File: src/rtl/prefetch_align_queue_pkg.sv
// prefetch_align_queue_pkg: shared fetch-path types, fetch FSM states and instruction-length helper.
package prefetch_align_queue_pkg;
  typedef enum logic [1:0] {RUN, WAIT_ACK, DISCARD} fetch_state_e;
  typedef struct packed {logic req; logic [31:0] addr;} type_pref2mem_s;
  typedef struct packed {logic ack; logic [31:0] rdata;} type_mem2pref_s;
  typedef struct packed {logic valid; logic [31:0] instr; logic [31:0] pc; logic is_c;} type_pref2if_s;
  function automatic logic is_32b(input logic [15:0] hw);
    return hw[1:0] == 2'b11;
  endfunction
endpackage

File: src/rtl/prefetch_align_queue_fifo.sv
// prefetch_align_queue_fifo: halfword circular buffer with 0/1/2 push and pop per cycle and 2-entry peek.
module prefetch_align_queue_fifo #(
  parameter int HW = 8,
  parameter int PW = $clog2(HW) + 1
) (
  input  logic          clk,
  input  logic          rst_n,
  input  logic          flush_i,
  input  logic [1:0]    push_n_i,
  input  logic [15:0]   push_lo_i,
  input  logic [15:0]   push_hi_i,
  input  logic [1:0]    pop_n_i,
  output logic [15:0]   head0_o,
  output logic [15:0]   head1_o,
  output logic [PW-1:0] count_o
);
  localparam int AW = PW - 1;
  logic [15:0]   mem_q [HW];
  logic [PW-1:0] wr_q, rd_q, wr1, rd1;
  assign wr1 = wr_q + PW'(1);
  assign rd1 = rd_q + PW'(1);
  assign count_o = wr_q - rd_q;
  assign head0_o = mem_q[rd_q[AW-1:0]];
  assign head1_o = mem_q[rd1[AW-1:0]];
  always_ff @(posedge clk) begin
    if (push_n_i != 2'd0) mem_q[wr_q[AW-1:0]] <= push_lo_i;
    if (push_n_i == 2'd2) mem_q[wr1[AW-1:0]] <= push_hi_i;
  end
  // the extra pointer bit distinguishes full from empty
  always_ff @(posedge clk or negedge rst_n) begin
    if (!rst_n) begin
      wr_q <= '0;
      rd_q <= '0;
    end else if (flush_i) begin
      wr_q <= '0;
      rd_q <= '0;
    end else begin
      wr_q <= wr_q + PW'(push_n_i);
      rd_q <= rd_q + PW'(pop_n_i);
    end
  end
endmodule

File: src/rtl/prefetch_align_queue.sv
// prefetch_align_queue: word fetcher feeding a halfword queue that presents aligned RV32IC instructions.
module prefetch_align_queue
  import prefetch_align_queue_pkg::*;
#(
  parameter int              XLEN     = 32,
  parameter int              DEPTH    = 4,
  parameter logic [XLEN-1:0] RESET_PC = '0
) (
  input  logic            clk,
  input  logic            rst_n,
  input  logic            flush_i,
  input  logic [XLEN-1:0] flush_pc_i,
  output logic            mem_req_o,
  output logic [XLEN-1:0] mem_addr_o,
  input  logic            mem_ack_i,
  input  logic [31:0]     mem_rdata_i,
  output logic            instr_valid_o,
  input  logic            instr_ready_i,
  output logic [31:0]     instr_o,
  output logic [XLEN-1:0] instr_pc_o,
  output logic            instr_is_c_o
);
  localparam int HW = 2 * DEPTH;
  localparam int PW = $clog2(HW) + 1;
  fetch_state_e    state_q, state_d;
  logic [XLEN-1:0] addr_q, addr_d, pend_q, pend_d, pc_q, pc_d, tgt;
  logic            drop_q, drop_d, is32, valid, pop;
  logic [1:0]      push_n, pop_n;
  logic [15:0]     head0, head1;
  logic [PW-1:0]   count, free;
  assign tgt   = {flush_pc_i[XLEN-1:2], 2'b00};
  assign free  = PW'(HW) - count;
  assign is32  = is_32b(head0);
  assign valid = is32 ? count >= PW'(2) : count != '0;
  assign pop   = valid & instr_ready_i & ~flush_i;
  assign pop_n = pop ? (is32 ? 2'd2 : 2'd1) : 2'd0;
  always_comb begin
    state_d = state_q;
    addr_d  = addr_q;
    pend_d  = pend_q;
    push_n  = 2'd0;
    unique case (state_q)
      RUN: begin
        if (flush_i) addr_d = tgt;
        else if (free >= PW'(2)) state_d = WAIT_ACK;
      end
      WAIT_ACK: begin
        if (flush_i) begin
          addr_d  = mem_ack_i ? tgt : addr_q;
          pend_d  = tgt;
          state_d = mem_ack_i ? RUN : DISCARD;
        end else if (mem_ack_i) begin
          push_n  = drop_q ? 2'd1 : 2'd2;
          addr_d  = addr_q + XLEN'(4);
          state_d = RUN;
        end
      end
      DISCARD: begin
        if (flush_i) pend_d = tgt;
        if (mem_ack_i) begin
          addr_d  = flush_i ? tgt : pend_q;
          state_d = RUN;
        end
      end
      default: state_d = RUN;
    endcase
  end
  assign drop_d = flush_i ? flush_pc_i[1] : drop_q & (push_n == 2'd0);
  assign pc_d   = flush_i ? {flush_pc_i[XLEN-1:1], 1'b0} :
                  pop ? pc_q + (is32 ? XLEN'(4) : XLEN'(2)) : pc_q;
  always_ff @(posedge clk or negedge rst_n) begin
    if (!rst_n) begin
      state_q <= RUN;
      addr_q  <= {RESET_PC[XLEN-1:2], 2'b00};
      pend_q  <= '0;
      pc_q    <= {RESET_PC[XLEN-1:1], 1'b0};
      drop_q  <= RESET_PC[1];
    end else begin
      state_q <= state_d;
      addr_q  <= addr_d;
      pend_q  <= pend_d;
      pc_q    <= pc_d;
      drop_q  <= drop_d;
    end
  end
  // a pending drop_first skips the low halfword of the first word after a redirect
  prefetch_align_queue_fifo #(.HW(HW), .PW(PW)) u_fifo (
    .clk       (clk),
    .rst_n     (rst_n),
    .flush_i   (flush_i),
    .push_n_i  (push_n),
    .push_lo_i (drop_q ? mem_rdata_i[31:16] : mem_rdata_i[15:0]),
    .push_hi_i (mem_rdata_i[31:16]),
    .pop_n_i   (pop_n),
    .head0_o   (head0),
    .head1_o   (head1),
    .count_o   (count)
  );
  assign mem_req_o     = state_q != RUN;
  assign mem_addr_o    = addr_q;
  assign instr_valid_o = valid;
  assign instr_o       = valid ? (is32 ? {head1, head0} : {16'h0, head0}) : 32'h0;
  assign instr_pc_o    = pc_q;
  assign instr_is_c_o  = valid & ~is32;
endmodule

File: config.mk
export PLATFORM = sky130hd
export DESIGN_NAME = prefetch_align_queue
export DESIGN_NICKNAME = d
export VERILOG_FILES = /design/src/rtl/prefetch_align_queue_pkg.sv /design/src/rtl/prefetch_align_queue_fifo.sv /design/src/rtl/prefetch_align_queue.sv
export SDC_FILE = /design/constraint.sdc
export NUM_CORES = 1
export LEC_CHECK = 0
export ABC_AREA = 1
export BUFFER_PORTS_ARGS = -buffer_cell sky130_fd_sc_hd__clkbuf_2
export CORE_UTILIZATION = 30
export CTS_BUF_LIST = sky130_fd_sc_hd__clkbuf_16
export CTS_CLUSTER_SIZE = 20
export DETAILED_ROUTE_END_ITERATION = 10
export HOLD_SLACK_MARGIN = 0.1
export PLACE_DENSITY = 0.47
export SYNTH_ARGS = -nofsm -noshare
export SYNTH_HDL_FRONTEND = slang
export SYNTH_SLANG_ARGS = --single-unit
File: constraint.sdc
create_clock -name clk -period 7.2 [get_ports clk]
set_input_delay 0.36 -clock clk [delete_from_list [all_inputs] [get_ports clk]]
set_output_delay 0.36 -clock clk [all_outputs]
set_load 0.02 [all_outputs]
==> results.yml <==
global_routing:
  antenna_found_initial: 6
  overflow: 0
  grt_max_degree: 108
  track_usage: 0.219
  grt_pass1_vias: 14300
  grt_first_pass_wirelength_mm: 87.6
detailed_routing:
  first_pass_iters: 6
  post_drt_wl_per_cell_um: 19.3
  via_count: 15300
  avgViaCountPerCell: 5.03
  drc: 0
  drt_iter0_markers: 1045
  totalWireLength_mm: 58.6
  antenna_left: 0
critical_path:
  startpoint_type: "register"
  crit_fanout: 23
  criticalPathCategory: "register to primary output"
  endpoint_kind: "primary output"
  crit_arrival_ps: 4170
  critPathRequiredTime_ps: 6840
power:
  p_clk_frac: 0.193
  p_int_uw: 3640
  power_switching_uw: 3700
  leakagePower_uw: 0.00852
  combPwrFrac: 0.517
  pwr-share-seq: 0.290
  swShare: 0.504
  p_per_area_nw_per_um2: 405
  irDropWorstVdd_mv: 0.243
floorplanning:
  die-area_um2: 52700
  rows: 83
  die_x_um: 230
  core_area_um2: 51200
  io_pins: 168
  fp.dieH_um: 230
  start_util: 0.303
yosys:
  synth_edf_count: 128
  syn_area_um2: 15500
  ys_ff_latch: 234
  synthDominantCellAreaShare: 0.248
  ys_warn_count: 0
  synth_nets: 2296
  yosys.area.top_type: "edfxtp_1"
  netlist_instances: 2204
  ys.flop_type: "edfxtp_1"
  yosys-top-cells-area: "edfxtp_1 (25%), dfrtp_1 (17%), nand2_1 (17%)"
  synth-seq-area-share: 0.418
  synthArstFlopShare: 0.453
  yosysUniqueCellTypes: 47
  syn_area_per_cell_um2: 7.05
sta:
  finalSetupTns_ps: 0
  finalCritPeriodShare: 0.629
  fin_worst_skew_ps: 11.6
  max_slew_margin: 0.174
  hold_viol_final: 0
  tightest_slew_ps: 1230
  setup_viol: 0
  rsz0062_at_grt: "no"
  final-max-slew-violation-count: 0
  post-route-min-period_ps: 4530
  max_freq_ghz: 0.221
placement:
  place.gp.congestion: 0.921
  place_hpwl_mm: 39.4
  portBuffers: 165
outcome:
  status: "finished, final reports clean"
clocking:
  clkSinkCount: 234
  htreeDepth: 1
  cts_setup_buffers: 0
  cts_made_buffers: 29
  cts_buffer_depth: 3
  cts_tree: "built"
  clkLatencyLatePin_ps: 570
  cts_root_buffer: "clkbuf_16"
  ctsResizeCount: 0
  path_clk_slew_ps: 60
layout:
  antenna_cells: 0
  area_delta_synth_final_pct: 16.8
  final_common_cell: "nand2_1"
  drive_gt1_frac: 0.115
  post-route-util: 0.354
  final_cell_mix: "nand2_1 (687), o21ai_0 (319), inv_1 (216), nor2_1 (172), clkbuf_2 (164)"
  fin_nets: 2428
min_path:
  worstHoldPathType: "input pin to register"
job:
  maxCapViolations: 0
sequential cells by signal (all words and copies together), names as in the netlist:
| register | flops |
|---|---|
| instr_pc_o | 31 |
| u_fifo.wr_q | 4 |
| state_q | 2 |
| u_fifo.mem_q | 128 |
| mem_addr_o | 32 |
| pend_q | 32 |
| drop_q | 1 |
| u_fifo.rd_q | 4 |
metrics by stage:
step           instance area, um2  worst slack [ps]  cells  power (uW)  hold slack, ps
6_report                    18100              2670   3038        7340             235
5_1_grt                     18100              2240   3038        7910             246
2_1_floorplan               15500              3820   2204        4660            64.4
3_3_place_gp                16900              2800   2953        5880             465
4_1_cts                     18100              2580   3038        7390             204
3_5_place_dp                16900              2740   2953        5940             470
power by group through the flow:
stage	clock (uW)	sequential [uW]	combinational, uW
finish	1420	2130	3790
global route	1500	2180	4230
CTS	1450	2130	3820
detailed placement	0	2150	3790
global placement	0	2140	3740
floorplan	0	2180	2480
logic make-up (layout without fill, tap and decap cells):
family / count (synthesis) / in the layout / share of synthesized area
compound gates: 543 / 543 / 0.187
simple gates: 1045 / 1045 / 0.276
other cells: 1 / 1 / 0.000242
fa+ha+maj: 23 / 23 / 0.0205
buf+inv: 343 / 497 / 0.0889
xor+xnor: 15 / 15 / 0.00846
flops: 234 / 234 / 0.418
critical path: stages, from the launching register on:
cell      delay, ps
dfrtp_1         360
buf_4           260
inv_1           780
ha_1            410
a21oi_1         190
nand3_1         190
nand3_1         180
nand3_4         280
nand2_4         210
inv_2           160
a21oi_1         290
clkbuf_2        230
area by class of cell:
| cell class | instances | area, um2 |
|---|---|---|
| fill | 5490 | 33100 |
| inverter | 218 | 818 |
| multi-input combinational | 1627 | 7700 |
| timing repair buffer | 226 | 1370 |
| tap | 680 | 851 |
| clock inverter | 24 | 171 |
| clock buffer | 29 | 726 |
| sequential | 234 | 6500 |
layer usage:
| metal | global-route usage | share of wire | vias up |
|---|---|---|---|
| li1 | - | - | 7564 |
| met1 | 0.286 | 0.43 | 7108 |
| met2 | 0.361 | 0.47 | 497 |
| met3 | 0.0448 | 0.074 | 92 |
| met4 | 0.0658 | 0.026 | 12 |
| met5 | 0 | 0.0013 | - |
worst paths after layout:
check                               startpoint             end  slack [ps]  cells after the start
max in group asynchronous                rst_n       pend_q[4]        5510                      3
worst max register to register  u_fifo.rd_q[0]  instr_pc_o[26]        2730                     22
min in group asynchronous                rst_n   instr_pc_o[1]         420                      2
worst min-delay path                 mem_ack_i      state_q[1]         240                      6
worst min register to register      pend_q[25]      pend_q[25]         480                      2
worst max-delay path            u_fifo.rd_q[2]      instr_o[0]        2670                     11
Yosys cell counts, drive strengths merged (2+ instances only):
cell and n:
a211oi 19, a21oi 138, and2 2, buf 48
clkbuf 77, dfrtp 106, edfxtp 128, fa 4
ha 19, inv 217, nand2 699, nand3 111
nand3b 9, nand4 21, nor2 179, nor3 22
o2111ai 8, o211ai 9, o21ai 342, o31ai 3
o32ai 13, o41ai 4, xnor2 3, xor2 12
repair_timing:
item                                    4_1_cts  5_1_grt
hold buffers                                 32        0
endpoints found under the hold margin        93        0
endpoints found under the setup margin        0        0
Power figures use the tool's default switching activity.
